### src/rtl/seven_segment_display_scheduler.sv
// Shares a 4-digit seven-segment display between three 16-bit sources: rotation on a dwell
// timer, source-0 pre-emption, and hex or saturated-decimal conversion into 5-bit glyph codes.
module seven_segment_display_scheduler #(
   parameter logic [23:0] DWELL_CYCLES  = 24'd12_000_000,
   parameter logic [23:0] UPDATE_CYCLES = 24'd1_200_000
) (
   input  logic        clk_in,
   input  logic        rst,
   input  logic [15:0] src_value0,
   input  logic [15:0] src_value1,
   input  logic [15:0] src_value2,
   input  logic [2:0]  src_enable,
   input  logic [2:0]  src_decimal,
   input  logic        pri_req,
   output logic [19:0] digit,
   output logic        zero_fill,
   output logic [1:0]  active_src,
   output logic        busy
);

   localparam logic [2:0] S_IDLE    = 3'd0;
   localparam logic [2:0] S_LOAD    = 3'd1;
   localparam logic [2:0] S_CONVERT = 3'd2;
   localparam logic [2:0] S_COMMIT  = 3'd3;
   localparam logic [2:0] S_DWELL   = 3'd4;

   localparam logic [23:0] DWELL_LAST  = DWELL_CYCLES - 24'd1;
   localparam logic [23:0] UPDATE_LAST = UPDATE_CYCLES - 24'd1;
   localparam logic [4:0]  SAT_CODE    = 5'b11001;

   logic [2:0]  state_q, state_d;
   logic [1:0]  active_src_q, active_src_d;
   logic [1:0]  sel_src_q, sel_src_d;
   logic        first_sel_q, first_sel_d;
   logic [23:0] dwell_cnt_q, dwell_cnt_d;
   logic [23:0] update_cnt_q, update_cnt_d;
   logic [19:0] digit_q, digit_d;
   logic        zero_fill_q, zero_fill_d;
   logic        busy_q, busy_d;
   logic [15:0] cap_val_q, cap_val_d;
   logic        cap_dec_q, cap_dec_d;
   logic [15:0] bcd_q, bcd_d;
   logic [15:0] shf_q, shf_d;
   logic [3:0]  bit_cnt_q, bit_cnt_d;
   logic        pri_q;
   logic        reload_q, reload_d;
   logic        pend_rot_q, pend_rot_d;

   function automatic logic [1:0] mod3(input logic [2:0] x);
      logic [2:0] r;
      r = (x >= 3'd3) ? x - 3'd3 : x;
      return r[1:0];
   endfunction

   // Candidate order: inclusive of the current source only on the very first selection.
   logic [1:0] cand [3];
   for (genvar gi = 0; gi < 3; gi++) begin : g_cand
      assign cand[gi] = mod3({1'b0, active_src_q} + 3'(gi) + {2'b00, ~first_sel_q});
   end

   logic [1:0] pick_src;
   logic       pick_found;
   always_comb begin
      pick_src   = 2'd0;
      pick_found = 1'b0;
      if (pri_req) begin
         pick_found = 1'b1;
      end else begin
         for (int k = 2; k >= 0; k--) begin
            if (src_enable[cand[k]]) begin
               pick_found = 1'b1;
               pick_src   = cand[k];
            end
         end
      end
   end

   logic [15:0] sel_val;
   logic        sel_dec;
   always_comb begin
      case (sel_src_q)
         2'd1:    begin sel_val = src_value1; sel_dec = src_decimal[1]; end
         2'd2:    begin sel_val = src_value2; sel_dec = src_decimal[2]; end
         default: begin sel_val = src_value0; sel_dec = src_decimal[0]; end
      endcase
   end

   logic [15:0] bcd_adj;
   logic [19:0] page_hex, page_dec;
   logic        dec_sat;
   assign dec_sat = cap_val_q > 16'd9999;
   for (genvar gi = 0; gi < 4; gi++) begin : g_digit
      assign bcd_adj[gi*4 +: 4]  = (bcd_q[gi*4 +: 4] >= 4'd5) ? bcd_q[gi*4 +: 4] + 4'd3
                                                             : bcd_q[gi*4 +: 4];
      assign page_hex[gi*5 +: 5] = {1'b0, cap_val_q[gi*4 +: 4]};
      assign page_dec[gi*5 +: 5] = dec_sat ? SAT_CODE : {1'b0, bcd_q[gi*4 +: 4]};
   end

   logic        dwell_last, update_last, pri_rise, pri_fall;
   logic [23:0] dwell_inc;
   assign dwell_last  = dwell_cnt_q == DWELL_LAST;
   assign update_last = update_cnt_q == UPDATE_LAST;
   assign dwell_inc   = dwell_last ? dwell_cnt_q : dwell_cnt_q + 24'd1;
   assign pri_rise    = pri_req & ~pri_q;
   assign pri_fall    = ~pri_req & pri_q;

   always_comb begin
      state_d      = state_q;
      active_src_d = active_src_q;
      sel_src_d    = sel_src_q;
      first_sel_d  = first_sel_q;
      dwell_cnt_d  = dwell_cnt_q;
      update_cnt_d = update_cnt_q;
      digit_d      = digit_q;
      zero_fill_d  = zero_fill_q;
      cap_val_d    = cap_val_q;
      cap_dec_d    = cap_dec_q;
      bcd_d        = bcd_q;
      shf_d        = shf_q;
      bit_cnt_d    = bit_cnt_q;
      reload_d     = reload_q;
      pend_rot_d   = pend_rot_q;

      if (pri_rise && state_q != S_IDLE && sel_src_q != 2'd0) begin
         // Pre-emption abandons whatever page was in flight; the display keeps the old page.
         state_d      = S_LOAD;
         sel_src_d    = 2'd0;
         reload_d     = 1'b0;
         pend_rot_d   = 1'b0;
         dwell_cnt_d  = '0;
         update_cnt_d = '0;
      end else begin
         case (state_q)
            S_IDLE: begin
               if (pick_found) begin
                  sel_src_d   = pick_src;
                  first_sel_d = 1'b0;
                  reload_d    = 1'b0;
                  state_d     = S_LOAD;
               end else begin
                  digit_d     = '0;
                  zero_fill_d = 1'b0;
               end
            end
            S_LOAD: begin
               cap_val_d    = sel_val;
               cap_dec_d    = sel_dec;
               active_src_d = sel_src_q;
               bcd_d        = '0;
               shf_d        = sel_val;
               bit_cnt_d    = '0;
               state_d      = sel_dec ? S_CONVERT : S_COMMIT;
               if (reload_q) begin
                  dwell_cnt_d = dwell_inc;
                  if (dwell_last && !pri_req) pend_rot_d = 1'b1;
               end
            end
            S_CONVERT: begin
               bcd_d     = {bcd_adj[14:0], shf_q[15]};
               shf_d     = {shf_q[14:0], 1'b0};
               bit_cnt_d = bit_cnt_q + 4'd1;
               if (bit_cnt_q == 4'd15) state_d = S_COMMIT;
               if (reload_q) begin
                  dwell_cnt_d = dwell_inc;
                  if (dwell_last && !pri_req) pend_rot_d = 1'b1;
               end
            end
            S_COMMIT: begin
               digit_d     = cap_dec_q ? page_dec : page_hex;
               zero_fill_d = ~cap_dec_q;
               reload_d    = 1'b0;
               pend_rot_d  = 1'b0;
               if ((pend_rot_q || (reload_q && dwell_last)) && !pri_req) begin
                  state_d      = S_IDLE;
                  dwell_cnt_d  = '0;
                  update_cnt_d = '0;
               end else begin
                  state_d = S_DWELL;
                  if (reload_q) dwell_cnt_d = dwell_inc;
               end
            end
            S_DWELL: begin
               if (dwell_last && !pri_req) begin
                  state_d      = S_IDLE;
                  dwell_cnt_d  = '0;
                  update_cnt_d = '0;
               end else if (update_last) begin
                  update_cnt_d = '0;
                  dwell_cnt_d  = dwell_inc;
                  sel_src_d    = active_src_q;
                  reload_d     = 1'b1;
                  state_d      = S_LOAD;
               end else begin
                  dwell_cnt_d  = dwell_inc;
                  update_cnt_d = update_cnt_q + 24'd1;
               end
            end
            default: state_d = S_IDLE;
         endcase
      end

      // Releasing the priority request restarts a full dwell on source 0.
      if (pri_fall) begin
         dwell_cnt_d  = '0;
         update_cnt_d = '0;
         pend_rot_d   = 1'b0;
      end
   end

   assign busy_d = (state_d == S_LOAD) || (state_d == S_CONVERT) || (state_d == S_COMMIT);

   always_ff @(posedge clk_in or posedge rst) begin
      if (rst) begin
         state_q      <= S_IDLE;
         active_src_q <= 2'd0;
         sel_src_q    <= 2'd0;
         first_sel_q  <= 1'b1;
         dwell_cnt_q  <= '0;
         update_cnt_q <= '0;
         digit_q      <= '0;
         zero_fill_q  <= 1'b0;
         busy_q       <= 1'b0;
         cap_val_q    <= '0;
         cap_dec_q    <= 1'b0;
         bcd_q        <= '0;
         shf_q        <= '0;
         bit_cnt_q    <= '0;
         pri_q        <= 1'b0;
         reload_q     <= 1'b0;
         pend_rot_q   <= 1'b0;
      end else begin
         state_q      <= state_d;
         active_src_q <= active_src_d;
         sel_src_q    <= sel_src_d;
         first_sel_q  <= first_sel_d;
         dwell_cnt_q  <= dwell_cnt_d;
         update_cnt_q <= update_cnt_d;
         digit_q      <= digit_d;
         zero_fill_q  <= zero_fill_d;
         busy_q       <= busy_d;
         cap_val_q    <= cap_val_d;
         cap_dec_q    <= cap_dec_d;
         bcd_q        <= bcd_d;
         shf_q        <= shf_d;
         bit_cnt_q    <= bit_cnt_d;
         pri_q        <= pri_req;
         reload_q     <= reload_d;
         pend_rot_q   <= pend_rot_d;
      end
   end

   assign digit      = digit_q;
   assign zero_fill  = zero_fill_q;
   assign active_src = active_src_q;
   assign busy       = busy_q;

endmodule
### config.mk
export PLATFORM = sky130hd
export DESIGN_NAME = seven_segment_display_scheduler
export DESIGN_NICKNAME = d
export VERILOG_FILES = /design/src/rtl/seven_segment_display_scheduler.sv
export SDC_FILE = /design/constraint.sdc
export NUM_CORES = 1
export LEC_CHECK = 0
export CORE_ASPECT_RATIO = 0.7
export CORE_MARGIN = 2
export CORE_UTILIZATION = 40
export DETAILED_ROUTE_END_ITERATION = 12
export GPL_ROUTABILITY_DRIVEN = 0
export HOLD_SLACK_MARGIN = 0.05
export SLEW_MARGIN = 20
export SYNTH_ARGS = -nofsm -noshare
export SYNTH_HDL_FRONTEND = slang
export SYNTH_SLANG_ARGS = --single-unit
### constraint.sdc
create_clock -name clk_in -period 4 [get_ports clk_in]
set_input_delay 0.6 -clock clk_in [delete_from_list [all_inputs] [get_ports clk_in]]
set_output_delay 0.6 -clock clk_in [all_outputs]
set_load 0.02 [all_outputs]
==> metrics.md <==
| Metric | Value |
|---|---|
| Share of the synthesized area in the top cell type | 40.2% |
| FMAX | 285 MHz |
| Tot GR Track Use | 21.4% |
| Tightest Pin Transition | 905 ps |
| Antenna viol nets, final | 0 |
| Post-CTS sizing | 0 |
| Sw power | 2.89 mW |
| Number of flops mapped to enable cells by yosys | 0 |
| Setup TNS | 0 ps |
| First-pass GRT wire length | 36000 µm |
| Design Area, Final | 9780 µm² |
| Initial core utilization | 40.8% |
| Slowest CP cell | fa_1 |
| Unrepaired setup endpoints after global routing | false |
| Hold_buf cts | 0 |
| Hold Startpoint | shf_q[15] |
| Worst Hold Class | reg2reg |
| DRC Markers | 0 |
| H-tree Lvls | 4 |
| Row count | 43 |
| Post-route worst setup slack | 489 ps |
| Tmin final | 3510 ps |
| Post-DP HPWL | 15800 µm |
| Synth Cell Area | 8100 µm² |
| Clock slew at reported path FFs | 60 ps |
| Post-Place Worst Slack | 510 ps |
| Worst EP arrival | 3850 ps |
| Async set-or-reset flop fraction in the synthesized netlist | 100% |
| Max clock buf depth | 2 |
| Yosys reg bits | 131 |
| # nets final | 1050 |
| Switching share of total power | 42.6% |
| Logic pwr share | 45.9% |
| Pint | 3.90 mW |
| Syn_nets | 987 |
| Final Util | 49.3% |
| CTS Buf Count | 17 |
| Largest stage delay, worst path | 730 ps |
| CTS Root Cell | clkbuf_16 |
| Final Total Pwr | 6.79 mW |
| Final WL | 22000 µm |
| CP Capture Type | register |
| Ys flop type | dfrtp_1 |
| Most frequent cells in the layout | 130 x dfrtp_1, 101 x nand2_1, 85 x o21ai_0, 80 x clkdlybuf4s50_1, 52 x nor2_1 |
| Clk Latency, worst-skew pair | 430 ps |
| Critical path class | reg2reg |
| Post-CTS Setup Bufs | 0 |
| Worst VDD drop | 0.287 mV |
| Number of diodes | 0 |
| Synth area leader | dfrtp_1 |
| Largest net degree at the start of global routing | 46 |
| Finish-stage setup viols | 0 |
| Hold Vio Cnt, Final | 0 |
| RR Endpoint | digit[8] |
| Post-synth cell types | 85 |
| PwrDens | 694 nW/µm² |
| Chip Height | 123 µm |
| Fillcell total | 1874 |
| Area growth from synthesis to layout | 20.8% |
| Via count | 7248 |
| Hold EP | bcd_q[0] |
| Seq pwr share | 29.1% |
| Syn Area/Cell | 8.91 µm² |
| Slew margin rel. | 39.7% |
| Worst hold stages | 2 |
| Placed Area | 9150 µm² |
| Kind of start point of the critical path | register |
| P_leak | 3.94 nW |
| WL per Instance | 17.5 µm |
| Worst-path maximum fanout | 12 |
| Vias in the first global route | 6547 |
| Overflow after GRT | 0 |
| Clock power share | 25.0% |
| Max Slew Vio Count | 0 |
| Yosys warns | 0 |
| I/O Pins | 81 |
| Sink Count | 131 |
| Antenna violations before repair | 0 |
| Synth top area cells | dfrtp_1 40%, o21ai_0 5.3%, nand2_1 4.7%, ha_1 2.9%, a21oi_1 2.8% |
| Post-synthesis cell count | 909 |
| Commonest non-fill, non-tap cell in the layout | dfrtp_1 |
| Fin crit share | 87.8% |
| Outcome | completed |
| Share of layout cells above drive strength 1 | 9.75% |
| 1st-iter DRT viols | 681 |
| CTS tree | yes |
| Chip width | 174 µm |
| Drt pass-1 iters | 5 |
| CP Data Required Time | 4340 ps |
| Reg2Reg Depth | 10 |
| Port bufs | 80 |
| Die Footprint | 21400 µm² |
| CORE AREA | 19900 µm² |
| Sequential share of the synthesized area | 40.5% |
| Clk_skew | 8.62 ps |
| Critical-path cell list | inv_1, ha_1, fa_1, nor2_1, o32a_1, o211ai_1, nor4_4, a22oi_4, buf_4, mux2i_1 |
| Vias per cell | 5.78 |
| Number of max-cap violations | 0 |
| FF-to-FF Start | active_src[0] |
| Reg2reg setup slack | 490 ps |
per-layer routing:
layer	vias to the layer above	global-route usage, %	wire length [µm]
met4	0	3.94	109
met1	3514	35.3	12100
met2	212	28.2	8450
met5	-	0	0
met3	7	4.24	1370
li1	3515	-	-
power groups by stage:
stage / logic, mW / registers (mW) / clock network, mW
finish: 3.12 / 1.98 / 1.70
global route: 3.48 / 2.02 / 1.79
CTS: 3.14 / 1.97 / 1.72
detailed placement: 3.11 / 1.99 / 0
global placement: 3.08 / 1.99 / 0
floorplan: 2.17 / 1.95 / 0
synthesized netlist by cell type, types with 13 or more instances:
cell and count:
dfrtp_1 130, nand2_1 101, o21ai_0 85, nor2_1 52, a21oi_1 46, inv_1 35, clkbuf_1 33, a31oi_1 24
a22oi_1 22, nand3_1 20, o31ai_1 20, ha_1 19, a22o_1 17, mux2i_1 17, nor3_1 16, buf_2 15
nand4_1 15, or4_1 14, and2_1 13
worst max-delay path: cells and delay by family, from the launching register on:
family          cells  cell delay, ps
mux                 1             210
buf+inv             2             330
compound gates      3            1050
fa+ha+maj           2            1200
flops               1             410
simple gates        2             210
sequential cells by signal (all words and copies together) (netlist names), 2 cells and up:
register	flops
digit	17
dwell_cnt_q	24
bit_cnt_q	4
shf_q	16
state_q	3
cap_val_q	16
update_cnt_q	24
active_src	2
bcd_q	16
sel_src_q	2
how the worst max path moves through the flow:
stage	endpoint	startpoint	cells after the start	slack, ps
3_3_place_gp	digit[0]	active_src[0]	10	600
4_1_cts	digit[8]	active_src[0]	10	500
6_report	digit[8]	active_src[0]	10	490
2_1_floorplan	zero_fill	active_src[0]	12	670
5_1_grt	digit[15]	active_src[0]	11	210
3_5_place_dp	digit[8]	active_src[0]	10	510
stage by stage:
step,cells,hold slack [ps]
final,1255,479
after floorplan,909,450
after global routing,1255,496
after CTS,1255,481
after detailed placement,1223,466
after global placement,1223,459
layout make-up:
cell class | count | area, µm² | area share [%]
multi-input combinational | 684 | 4420 | 45.2
sequential | 131 | 3280 | 33.5
clock buffer | 18 | 429 | 4.39
clock inverter | 14 | 201 | 2.06
tap | 270 | 338 | 3.45
inverter | 36 | 139 | 1.42
timing repair buffer | 102 | 978 | 10.0
kinds of logic after synthesis:
family                   synth area share (%)
AO/OA/AOI/OAI                            25.2
XOR/XNOR                                 1.08
AND/OR/NAND/NOR                          21.0
flip-flops                               40.5
adder cells (fa/ha/maj)                  3.43
buffers and inverters                    5.05
multiplexers                             3.77
Power figures use the tool's default switching activity.
